**config.mk**
```make
export PLATFORM = sky130hd
export DESIGN_NAME = vec_result_demux13
export DESIGN_NICKNAME = d
export VERILOG_FILES = /design/src/rtl/vec_pkg.sv /design/src/rtl/vec_hold_stage.sv /design/src/rtl/vec_result_demux13.sv
export SDC_FILE = /design/constraint.sdc
export NUM_CORES = 1
export LEC_CHECK = 0
export BUFFER_PORTS_ARGS = -buffer_cell sky130_fd_sc_hd__buf_2
export CORE_MARGIN = 4
export CORE_UTILIZATION = 42
export DETAILED_ROUTE_END_ITERATION = 16
export PLACE_DENSITY_LB_ADDON = 0.15
export REMOVE_ABC_BUFFERS = 1
export SETUP_SLACK_MARGIN = 0.15
export SYNTH_ARGS = -nofsm -noshare
export SYNTH_HDL_FRONTEND = slang
export SYNTH_SLANG_ARGS = --single-unit
```
**constraint.sdc**
```tcl
create_clock -name clk -period 1.9 [get_ports clk]
set_clock_uncertainty 0.1 [all_clocks]
set_input_delay 0.19 -clock clk [delete_from_list [all_inputs] [get_ports clk]]
set_output_delay 0.19 -clock clk [all_outputs]
set_load 0.02 [all_outputs]
```
**src/rtl/vec_pkg.sv**
```systemverilog
// Shared definitions for the memory-to-memory vector unit datapath.
// Destination codes are common to the write-side demux and the read-side operand mux.
package vec_pkg;

    localparam int unsigned VEC_WIDTH = 16;
    localparam int unsigned VEC_CNT_W = 8;

    localparam logic [1:0] DEST_A   = 2'd0;
    localparam logic [1:0] DEST_B   = 2'd1;
    localparam logic [1:0] DEST_C   = 2'd2;
    localparam logic [1:0] DEST_BAD = 2'd3;

    typedef enum logic [1:0] {
        ST_IDLE  = 2'd0,
        ST_XFER  = 2'd1,
        ST_DRAIN = 2'd2
    } state_e;

endpackage

```
**src/rtl/vec_hold_stage.sv**
```systemverilog
// One-entry valid/ready register slice; a load takes priority over an unload,
// which makes a same-cycle unload+load a pass-through reload.
module vec_hold_stage #(
    parameter int unsigned WIDTH = 16
) (
    input  logic             clk,
    input  logic             rst_n,
    input  logic             load,
    input  logic             unload,
    input  logic [WIDTH-1:0] load_data,
    output logic [WIDTH-1:0] data,
    output logic             valid
);

    always_ff @(posedge clk or negedge rst_n) begin
        if (!rst_n) begin
            data  <= '0;
            valid <= 1'b0;
        end else if (load) begin
            data  <= load_data;
            valid <= 1'b1;
        end else if (unload) begin
            valid <= 1'b0;
        end
    end

endmodule

```
**src/rtl/vec_result_demux13.sv**
```systemverilog
// 1-to-3 result distributor: forwards cmd_len elements through a one-deep
// holding stage to destination A, B or C, then pulses done.
module vec_result_demux13
    import vec_pkg::*;
#(
    parameter int unsigned WIDTH = VEC_WIDTH,
    parameter int unsigned CNT_W = VEC_CNT_W
) (
    input  logic             clk,
    input  logic             rst_n,
    input  logic             cmd_valid,
    output logic             cmd_ready,
    input  logic [1:0]       cmd_dest,
    input  logic [CNT_W-1:0] cmd_len,
    input  logic [WIDTH-1:0] in_data,
    input  logic             in_valid,
    output logic             in_ready,
    output logic [WIDTH-1:0] out_a_data,
    output logic             out_a_valid,
    input  logic             out_a_ready,
    output logic [WIDTH-1:0] out_b_data,
    output logic             out_b_valid,
    input  logic             out_b_ready,
    output logic [WIDTH-1:0] out_c_data,
    output logic             out_c_valid,
    input  logic             out_c_ready,
    output logic             busy,
    output logic             done,
    output logic             err
);

    state_e           state;
    logic [1:0]       dest;
    logic [CNT_W-1:0] remaining;
    logic [WIDTH-1:0] hold_data;
    logic             hold_valid;
    logic             sel_ready;
    logic             in_hs;
    logic             out_hs;

    // Ready of the currently latched destination
    always_comb begin
        sel_ready = 1'b0;
        unique case (dest)
            DEST_A:  sel_ready = out_a_ready;
            DEST_B:  sel_ready = out_b_ready;
            DEST_C:  sel_ready = out_c_ready;
            default: sel_ready = 1'b0;
        endcase
    end

    assign in_ready = (state == ST_XFER) && (remaining != '0) && (!hold_valid || sel_ready);
    assign in_hs    = in_valid && in_ready;
    assign out_hs   = hold_valid && sel_ready;

    vec_hold_stage #(.WIDTH(WIDTH)) u_hold (
        .clk       (clk),
        .rst_n     (rst_n),
        .load      (in_hs),
        .unload    (out_hs),
        .load_data (in_data),
        .data      (hold_data),
        .valid     (hold_valid)
    );

    // Data bus is shared; only valid is steered
    assign out_a_data  = hold_data;
    assign out_b_data  = hold_data;
    assign out_c_data  = hold_data;
    assign out_a_valid = hold_valid && (dest == DEST_A);
    assign out_b_valid = hold_valid && (dest == DEST_B);
    assign out_c_valid = hold_valid && (dest == DEST_C);

    assign cmd_ready = (state == ST_IDLE);
    assign busy      = (state != ST_IDLE);

    // Control FSM with element counter and one-cycle status pulses
    always_ff @(posedge clk or negedge rst_n) begin
        if (!rst_n) begin
            state     <= ST_IDLE;
            dest      <= DEST_A;
            remaining <= '0;
            done      <= 1'b0;
            err       <= 1'b0;
        end else begin
            done <= 1'b0;
            err  <= 1'b0;
            unique case (state)
                ST_IDLE: begin
                    if (cmd_valid) begin
                        if (cmd_dest == DEST_BAD) begin
                            err <= 1'b1;
                        end else if (cmd_len == '0) begin
                            done <= 1'b1;
                        end else begin
                            dest      <= cmd_dest;
                            remaining <= cmd_len;
                            state     <= ST_XFER;
                        end
                    end
                end
                ST_XFER: begin
                    if (in_hs) begin
                        remaining <= remaining - CNT_W'(1);
                        if (remaining == CNT_W'(1)) begin
                            state <= ST_DRAIN;
                        end
                    end
                end
                ST_DRAIN: begin
                    if (!hold_valid || sel_ready) begin
                        done  <= 1'b1;
                        state <= ST_IDLE;
                    end
                end
                default: state <= ST_IDLE;
            endcase
        end
    end

endmodule
```
==> results.sh, run 1 <==
export IMPL_status="completed"
export IMPL_grtUsageMet1=0.198
export IMPL_die_w_um=76.3
export IMPL_async_flop_share=1.00
export IMPL_drv_cap=0
export IMPL_cp_required_ns=1.96
export IMPL_wl_um=4400
export IMPL_path_max_fanout=12
export IMPL_timing_hold_ws_ns=0.0364
export IMPL_crit_arrival_ns=1.88
export IMPL_vias=1512
export IMPL_drt_first_pass_iters=4
export IMPL_met2_usage=0.257
export IMPL_clock_root_buffer="clkbuf_8"
export IMPL_htreeDepth=2
export IMPL_ys_seq_area_frac=0.396
export IMPL_synth_distinct_cells=44
export IMPL_clkTransAtPathRegs_ns=0.07
export IMPL_synth_top_area_share=0.396
export IMPL_grt_most_used_layer="met2"
export IMPL_numCtsBuffers=5
export IMPL_dp_hpwl_um=3320
export IMPL_ys_top_cells_by_area="dfrtp_1, mux2_4, buf_4"
export IMPL_grt_pass1_vias=1490
export IMPL_drc=0
export IMPL_cts_tree="done"
export IMPL_relSlewSlack=0.536
export IMPL_worstSetupEndpointType="register"
export IMPL_antenna_found_initial=0
export IMPL_slew_viol_final=0
export IMPL_synth_top_area_cell="dfrtp_1"
export IMPL_clock_latency_ns=0.28
export IMPL_final_area_sq_um=2550
export IMPL_finalSetupViolCount=0
export IMPL_drive_gt1_frac=0.613
export IMPL_rsz0062_at_grt="yes"
export IMPL_grt_max_degree=32
export IMPL_syn_inst=168
export IMPL_yosys_register_bits=31
export IMPL_start_kind="register"
export IMPL_p_leak_nw=1.29
export IMPL_max_slew_worst_pin_slew_ns=0.695
export IMPL_via_per_inst=4.96
export IMPL_die_area_sq_um=5820
export IMPL_synth_edf_count=0
export IMPL_ir_drop_v=0.000669
export IMPL_wire_per_inst_um=14.4
export IMPL_grt_pass1_wl_um=7390
export IMPL_gp_congestion=0.813
export IMPL_grt_use_total=0.156
export IMPL_clockBufferDepth=2
export IMPL_antenna_cells=0
export IMPL_finish_utilization=0.574
export IMPL_fmax_ghz=0.549
export IMPL_fp_dieH_um=76.3
export IMPL_nets=288
export IMPL_worstSetupPathType="register to register"
export IMPL_final_cells=305
export IMPL_yosysMostFrequentCell="buf_4"
export IMPL_synth_area_per_cell_sq_um=11.6
export IMPL_use_met3=0.0473
export IMPL_dpl_instance_area_sq_um=2350
export IMPL_core_area_sq_um=4440
export IMPL_syn_area_sq_um=1960
export IMPL_final_hold_violation_count=0
export IMPL_finalCriticalPeriod_ns=1.82
export IMPL_powerDensity_nw_per_um2=1830
export IMPL_port_buffers=88
export IMPL_ios=89
export IMPL_synth_common_cells="buf_4, dfrtp_1, mux2_4"
export IMPL_yosysWarnings=0
export IMPL_dp_cells=291
export IMPL_fin_crit_sh=0.959
export IMPL_ys_flop_type="dfrtp_1"
export IMPL_initial_core_util=0.440
export IMPL_fillCellCount=414
export IMPL_grt_overflow=0
export IMPL_syn_to_final_growth_pct=30.3
export IMPL_antenna_left=0
export IMPL_finalSetupTns_ns=0
export IMPL_cts_sinks=31
export IMPL_hold_path_class="primary input to register"
export IMPL_core_rowCount=24
export IMPL_drtIter0Drc=27
## state kept, by name, indices dropped and copies added, names as in the netlist
signal        cells
state             2
done              1
remaining         8
u_hold.valid      1
err               1
u_hold.data      16
dest              2
## where the power goes
part	leakage [nW]	switching (W)	internal [W]
Combinational	0.874	0.00154	0.00128
Sequential	0.357	0.000246	0.000933
Clock	0.0612	0.000249	0.000424
## through the flow
step | power (W) | setup WS, ns
CTS | 0.00472 | 0.0589
global route | 0.00496 | -0.0212
floorplan | 0.00285 | -0.136
detailed placement | 0.00390 | -0.00635
global placement | 0.00388 | 0.0665
finish | 0.00467 | 0.0784
## kinds of logic after synthesis
family	share of synthesized area
and+or+nand+nor	0.144
buffers and inverters	0.167
DFF	0.396
AOI/OAI and AO/OA	0.125
muxes	0.148
adders and majority gates	0.0192
## layout by cell type, fill, tap and decap left out, types with 3 or more instances in the layout
master,Yosys,final
nand3_1,3,3
dfrtp_1,31,31
nor3_1,5,5
buf_2,1,87
buf_4,32,22
clkbuf_8,0,6
o21ai_0,3,3
nor4_1,4,4
o211ai_1,4,4
mux2_4,18,18
buf_12,2,3
nor2_1,4,4
inv_1,4,4
o221ai_1,4,3
nand2_1,6,6
a21oi_1,6,6
## worst paths after layout
path | start | slack (ns) | end | cells after the start
worst max-delay path | state[1] | 0.08 | remaining[0] | 5
max in group asynchronous | rst_n | 0.85 | remaining[7] | 2
worst max register to register | state[1] | 0.08 | remaining[0] | 5
worst min-delay path | in_data[1] | 0.04 | u_hold.data[1] | 2
min in group asynchronous | rst_n | 0.40 | dest[0] | 2
worst min register to register | u_hold.data[13] | 0.45 | u_hold.data[13] | 1
## per-layer routing
metal,vias up,share of wire
met5,-,0
li1,748,-
met4,0,0.0091
met3,5,0.069
met2,52,0.47
met1,707,0.45
## worst max-delay path, cell delays in order, from the launching register on
cell and delay, ns:
dfrtp_1 0.41, or3b_4 0.41, a221o_1 0.31, buf_12 0.16, a211oi_2 0.23, a211oi_2 0.07
## final cells by class
class	count	area (sq um)	share of cell area
timing repair buffer	115	693	0.272
sequential	31	776	0.304
inverter	4	15.0	0.00589
clock inverter	2	35.0	0.0137
tap	52	65.1	0.0255
clock buffer	6	82.6	0.0324
multi-input combinational	95	883	0.346
## timing repair
item,4_1_cts,5_1_grt
hold endpoints to repair,31,0
gates resized for setup,9,1
pin swaps,4,0
endpoints found under the setup margin,27,27
cloned,0,0
hold buffers,1,0
buffers inserted,5,0
(Power assumes the default switching activity.)
==> run 2: changes to the inputs <==
--- a/config.mk
+++ b/config.mk
@@ -5,10 +5,10 @@
 export SDC_FILE = /design/constraint.sdc
 export NUM_CORES = 1
 export LEC_CHECK = 0
-export BUFFER_PORTS_ARGS = -buffer_cell sky130_fd_sc_hd__buf_2
 export CORE_MARGIN = 4
-export CORE_UTILIZATION = 42
+export CORE_UTILIZATION = 57
 export DETAILED_ROUTE_END_ITERATION = 16
+export DONT_BUFFER_PORTS = 1
 export PLACE_DENSITY_LB_ADDON = 0.15
 export REMOVE_ABC_BUFFERS = 1
 export SETUP_SLACK_MARGIN = 0.15
==> constraint.sdc (replaced) <==
create_clock -name clk -period 1.9 [get_ports clk]
set_clock_uncertainty 0.1 [all_clocks]
set_input_delay 0.095 -clock clk [delete_from_list [all_inputs] [get_ports clk]]
set_output_delay 0.095 -clock clk [all_outputs]
set_load 0.02 [all_outputs]
==> run 2 against run 1 <==
Effect of this change: utilization up 17 points; clock power down 20%; sequential cell count unchanged; fmax down 1.1%; highest routed layer unchanged.
==> results.sh, run 2 (synthesis results as in run 1) <==
export IMPL_wire_per_inst_um=19.7
export IMPL_cts_sinks=31
export IMPL_ir_drop_v=0.000864
export IMPL_p_sw_frac=0.477
export IMPL_use_met3=0.0405
export IMPL_met2_usage=0.356
export IMPL_core_rowCount=21
export IMPL_grt_use_total=0.208
export IMPL_syn_to_final_growth_pct=26.5
export IMPL_fin_crit_sh=0.969
export IMPL_rsz0062_at_grt="yes"
export IMPL_antenna_cells=0
export IMPL_largest_reg_flops=16
export IMPL_grt_most_used_layer="met2"
export IMPL_clock_latency_ns=0.33
export IMPL_slew_viol_final=0
export IMPL_slowest_delay_ns=0.42
export IMPL_antenna_left=0
export IMPL_hold_path_class="primary input to register"
export IMPL_worstSetupPathType="register to output pin"
export IMPL_drv_cap=0
export IMPL_clockBufferDepth=2
export IMPL_drt_first_pass_iters=4
export IMPL_grt_max_degree=32
export IMPL_combPwrFrac=0.420
export IMPL_cp_required_ns=1.70
export IMPL_ios=89
export IMPL_post_place_ws_ns=-0.0612
export IMPL_vias=1436
export IMPL_power_switching_w=0.00204
export IMPL_grt_pass1_wl_um=6870
export IMPL_grt_overflow=0
export IMPL_path_cells="mux2i_1 -> o211a_2 -> buf_6 -> a311oi_2 -> buf_4"
export IMPL_top_regs="u_hold.data x16, remaining x8"
export IMPL_htreeDepth=2
export IMPL_path_max_fanout=3
export IMPL_die_w_um=66.6
export IMPL_gp_congestion=0.858
export IMPL_powerDensity_nw_per_um2=1730
export IMPL_p_clk_frac=0.126
export IMPL_fmax_ghz=0.543
export IMPL_slowest_stage="dfrtp_1"
export IMPL_dp_hpwl_um=2730
export IMPL_worstSetupEndpointType="output pin"
export IMPL_p_seq_frac=0.454
export IMPL_wl_um=4710
export IMPL_grt_pass1_vias=1418
export IMPL_crit_arrival_ns=1.65
export IMPL_setup_ws_ns=0.0584
export IMPL_drc=0
export IMPL_final_hold_violation_count=0
export IMPL_status="completed"
export IMPL_dp_cells=191
export IMPL_finalCriticalPeriod_ns=1.84
export IMPL_finalSetupViolCount=0
export IMPL_drtIter0Drc=92
export IMPL_fp_dieH_um=66.6
export IMPL_initial_core_util=0.586
export IMPL_clock_root_buffer="clkbuf_4"
export IMPL_antenna_found_initial=0
export IMPL_cell_internal_pwr_w=0.00224
export IMPL_p_leak_nw=1.08
export IMPL_finalSetupTns_ns=0
export IMPL_top_register="u_hold.data"
export IMPL_nets=228
export IMPL_mostFrequentLayoutCells="dfrtp_1, dlygate4sd3_1, buf_4, mux2_4, a21oi_1"
export IMPL_port_buffers=0
export IMPL_grtUsageMet1=0.252
export IMPL_drive_gt1_frac=0.446
export IMPL_timing_hold_ws_ns=0.0679
export IMPL_clkTransAtPathRegs_ns=0.09
export IMPL_core_area_sq_um=3340
export IMPL_die_area_sq_um=4430
export IMPL_cts_tree="done"
export IMPL_start_kind="register"
export IMPL_final_cells=239
export IMPL_via_per_inst=6.01
export IMPL_power_total_w=0.00427
export IMPL_max_slew_worst_pin_slew_ns=0.582
export IMPL_relSlewSlack=0.612
export IMPL_numCtsBuffers=5
run 2: cell count changes in the layout (fill, tap and decap cells not counted), sizes merged:
cell	change
dlygate4sd3	+27
buf	-89
clkbuf	+1
a221o	+1
run 2: power by group through the flow:
| stage | Combinational [W] | Sequential (W) | Clock (W) |
|---|---|---|---|
| floorplan | 0.000956 | 0.00190 | 0 |
| global placement | 0.00130 | 0.00193 | 0 |
| detailed placement | 0.00133 | 0.00193 | 0 |
| CTS | 0.00166 | 0.00192 | 0.000553 |
| global route | 0.00192 | 0.00201 | 0.000580 |
| finish | 0.00179 | 0.00194 | 0.000538 |
run 2: per-stage QoR:
step,area [sq um],utilization
final,2470,0.742
after global routing,2470,0.742
after CTS,2370,0.711
after detailed placement,1830,0.548
after global placement,1830,0.548
after floorplan,1650,-
run 2: final timing paths:
| kind | start | end | slack (ns) | cells after the start |
|---|---|---|---|---|
| max in group asynchronous | rst_n | remaining[2] | 1.42 | 2 |
| setup reg to reg | dest[0] | u_hold.data[2] | 0.06 | 6 |
| hold / removal | cmd_len[3] | done | 0.07 | 4 |
| min in group asynchronous | rst_n | u_hold.valid | 0.10 | 2 |
| hold reg to reg | state[0] | err | 0.50 | 2 |
| setup / recovery | dest[0] | in_ready | 0.06 | 5 |
run 2: critical path, delay by kind of cell, from the launching register on:
| kind | cells | cell delay, ns |
|---|---|---|
| buffers and inverters | 2 | 0.30 |
| DFF | 1 | 0.42 |
| AOI/OAI and AO/OA | 2 | 0.46 |
| muxes | 1 | 0.15 |
run 2: metal layers:
layer  share of wire  routed length, um
met5               0                  0
met1            0.40               1870
met3           0.061                287
met4          0.0089                 42
met2            0.53               2510
run 2: layout make-up:
class / instances / area (sq um)
Timing Repair Buffer: 54 / 549
Clock buffer: 6 / 51.3
Tap cell: 46 / 57.6
Fill cell: 228 / 862
Inverter: 4 / 15.0
Sequential cell: 31 / 779
Multi-Input combinational cell: 96 / 987
Clock inverter: 2 / 35.0
run 2: timing repair:
item                                    4_1_cts  5_1_grt
endpoints found under the hold margin        59        0
pin swaps                                    10        4
endpoints found under the setup margin       27       27
buffers inserted                              6        2
hold buffers                                 29        0
gates cloned                                  2        1
gates resized for setup                      20       14
==> run 3: changes to the inputs <==
--- a/config.mk
+++ b/config.mk
@@ -7,9 +7,10 @@
 export LEC_CHECK = 0
 export CORE_MARGIN = 4
 export CORE_UTILIZATION = 57
+export CTS_BUF_LIST = sky130_fd_sc_hd__clkbuf_16
 export DETAILED_ROUTE_END_ITERATION = 16
 export DONT_BUFFER_PORTS = 1
-export PLACE_DENSITY_LB_ADDON = 0.15
+export PLACE_DENSITY_LB_ADDON = 0.08
 export REMOVE_ABC_BUFFERS = 1
 export SETUP_SLACK_MARGIN = 0.15
 export SYNTH_ARGS = -nofsm -noshare
==> run 3 against run 2 <==
Effect of this change: worst hold slack worse by 0.061 ns; first-iteration DRC count up 4.3%; combinational power down 6%; power up 5.7%; die area unchanged; critical path depth unchanged; utilization up 0.75 points; sequential share of layout area down 0.27 points; largest cell class unchanged; highest routed layer unchanged.
==> results.sh, run 3 (synthesis results as in run 1) <==
export IMPL_grt_pass1_vias=1449
export IMPL_powerDensity_nw_per_um2=1810
export IMPL_htreeDepth=2
export IMPL_grt_pass1_wl_um=7360
export IMPL_clockBufferDepth=2
export IMPL_start_kind="register"
export IMPL_seq_area_sq_um=781
export IMPL_final_common_cell="dfrtp_1"
export IMPL_combPwrFrac=0.374
export IMPL_ios=89
export IMPL_p_clk_frac=0.194
export IMPL_multi_input_area_sq_um=963
export IMPL_finalCriticalPeriod_ns=1.84
export IMPL_path_cells="mux2i_1 -> o211a_2 -> buf_6 -> a311oi_2 -> buf_4"
export IMPL_cts_sinks=31
export IMPL_p_seq_frac=0.432
export IMPL_fillCellCount=241
export IMPL_antenna_found_initial=0
export IMPL_r2r_start="state[0]"
export IMPL_wire_per_inst_um=19.8
export IMPL_whs_path_depth=3
export IMPL_fp_dieH_um=66.6
export IMPL_r2r_cells=4
export IMPL_path_max_fanout=7
export IMPL_fin_crit_sh=0.966
export IMPL_numCtsBuffers=5
export IMPL_finalSetupViolCount=0
export IMPL_ir_drop_v=0.000968
export IMPL_r2r_end="remaining[7]"
export IMPL_gp_congestion=0.785
export IMPL_die_area_sq_um=4430
export IMPL_relSlewSlack=0.594
export IMPL_power_switching_w=0.00204
export IMPL_worstHoldStart="cmd_len[7]"
export IMPL_port_buffers=0
export IMPL_wl_um=4720
export IMPL_top_regs="u_hold.data x16, remaining x8"
export IMPL_core_area_sq_um=3340
export IMPL_syn_to_final_growth_pct=27.7
export IMPL_slowest_stage="dfrtp_2"
export IMPL_hold_path_class="primary input to register"
export IMPL_p_sw_frac=0.451
export IMPL_slowest_delay_ns=0.42
export IMPL_cell_internal_pwr_w=0.00248
export IMPL_cp_required_ns=1.70
export IMPL_p_leak_nw=1.10
export IMPL_grt_use_total=0.222
export IMPL_clkTransAtPathRegs_ns=0.05
export IMPL_drv_cap=0
export IMPL_max_slew_worst_pin_slew_ns=0.610
export IMPL_antenna_cells=0
export IMPL_dp_cells=191
export IMPL_worstSetupEndpointType="output pin"
export IMPL_crit_arrival_ns=1.64
export IMPL_drtIter0Drc=96
export IMPL_die_w_um=66.6
export IMPL_initial_core_util=0.586
export IMPL_slew_viol_final=0
export IMPL_core_rowCount=21
export IMPL_grt_max_degree=32
export IMPL_dp_hpwl_um=2700
export IMPL_r2r_setup_slack_ns=0.07
export IMPL_via_per_inst=5.96
export IMPL_final_hold_violation_count=0
export IMPL_hold_path_end="done"
export IMPL_clock_latency_ns=0.27
export IMPL_drc=0
export IMPL_antenna_left=0
export IMPL_rsz0062_at_grt="yes"
export IMPL_fmax_ghz=0.545
export IMPL_grt_overflow=0
export IMPL_timing_hold_ws_ns=0.00675
export IMPL_cts_tree="done"
export IMPL_largest_reg_flops=16
export IMPL_final_cells=238
export IMPL_worstSetupPathType="register to output pin"
export IMPL_top_register="u_hold.data"
export IMPL_clock_root_buffer="clkbuf_16"
export IMPL_drt_first_pass_iters=4
export IMPL_drive_gt1_frac=0.448
export IMPL_finalSetupTns_ns=0
export IMPL_mostFrequentLayoutCells="dfrtp_1, dlygate4sd3_1, buf_4, mux2_4, a21oi_1"
export IMPL_status="completed"
export IMPL_vias=1418
export IMPL_nets=227
-- run 3: how the worst max path moves through the flow --
stage | start | end
final | dest[0] | in_ready
after global routing | dest[0] | in_ready
after CTS | dest[0] | in_ready
after detailed placement | state[1] | remaining[7]
after global placement | state[1] | remaining[0]
after floorplan | state[1] | u_hold.data[0]
-- run 3: final cells by class --
| type | count | area share |
|---|---|---|
| Clock buffer | 5 | 0.0501 |
| Sequential cell | 31 | 0.312 |
| Tap cell | 46 | 0.0230 |
| Inverter | 4 | 0.00601 |
| Multi-Input combinational cell | 96 | 0.385 |
| Timing Repair Buffer | 53 | 0.208 |
| Clock inverter | 3 | 0.0155 |
-- run 3: stage by stage --
step	power, W	instance area, sq um	utilization	worst slack [ns]
5_1_grt	0.00476	2500	0.749	-0.000295
3_5_place_dp	0.00327	1830	0.548	-0.0493
3_3_place_gp	0.00323	1830	0.548	0.0307
4_1_cts	0.00443	2430	0.728	0.0374
6_report	0.00451	2500	0.749	0.0643
2_1_floorplan	0.00285	1650	-	-0.136
-- run 3: per-layer routing --
metal  vias up  wire, um  track usage
li1        635         -            -
met5         -         0            0
met4         0        51       0.0660
met2        80      2360        0.369
met1       697      1930        0.291
met3         6       382       0.0455
-- run 3: critical path: cells and delay by family, from the launching register on --
kind	cells	cell delay, ns
DFF	1	0.42
muxes	1	0.14
buffers and inverters	2	0.32
AOI/OAI and AO/OA	2	0.50
-- run 3: power groups by stage --
stage / sequential [W] / combinational, W / clock [W]
2_1_floorplan: 0.00190 / 0.000956 / 0
3_3_place_gp: 0.00193 / 0.00130 / 0
3_5_place_dp: 0.00194 / 0.00133 / 0
4_1_cts: 0.00193 / 0.00162 / 0.000887
5_1_grt: 0.00203 / 0.00181 / 0.000918
6_report: 0.00195 / 0.00169 / 0.000876
-- run 3: repair_timing --
item / CTS / global route
gates resized for setup: 20 / 12
endpoints found under the setup margin: 27 / 29
hold buffers: 27 / 0
buffers inserted: 7 / 3
gates cloned: 2 / 0
endpoints found under the hold margin: 58 / 0
pin swaps: 7 / 3
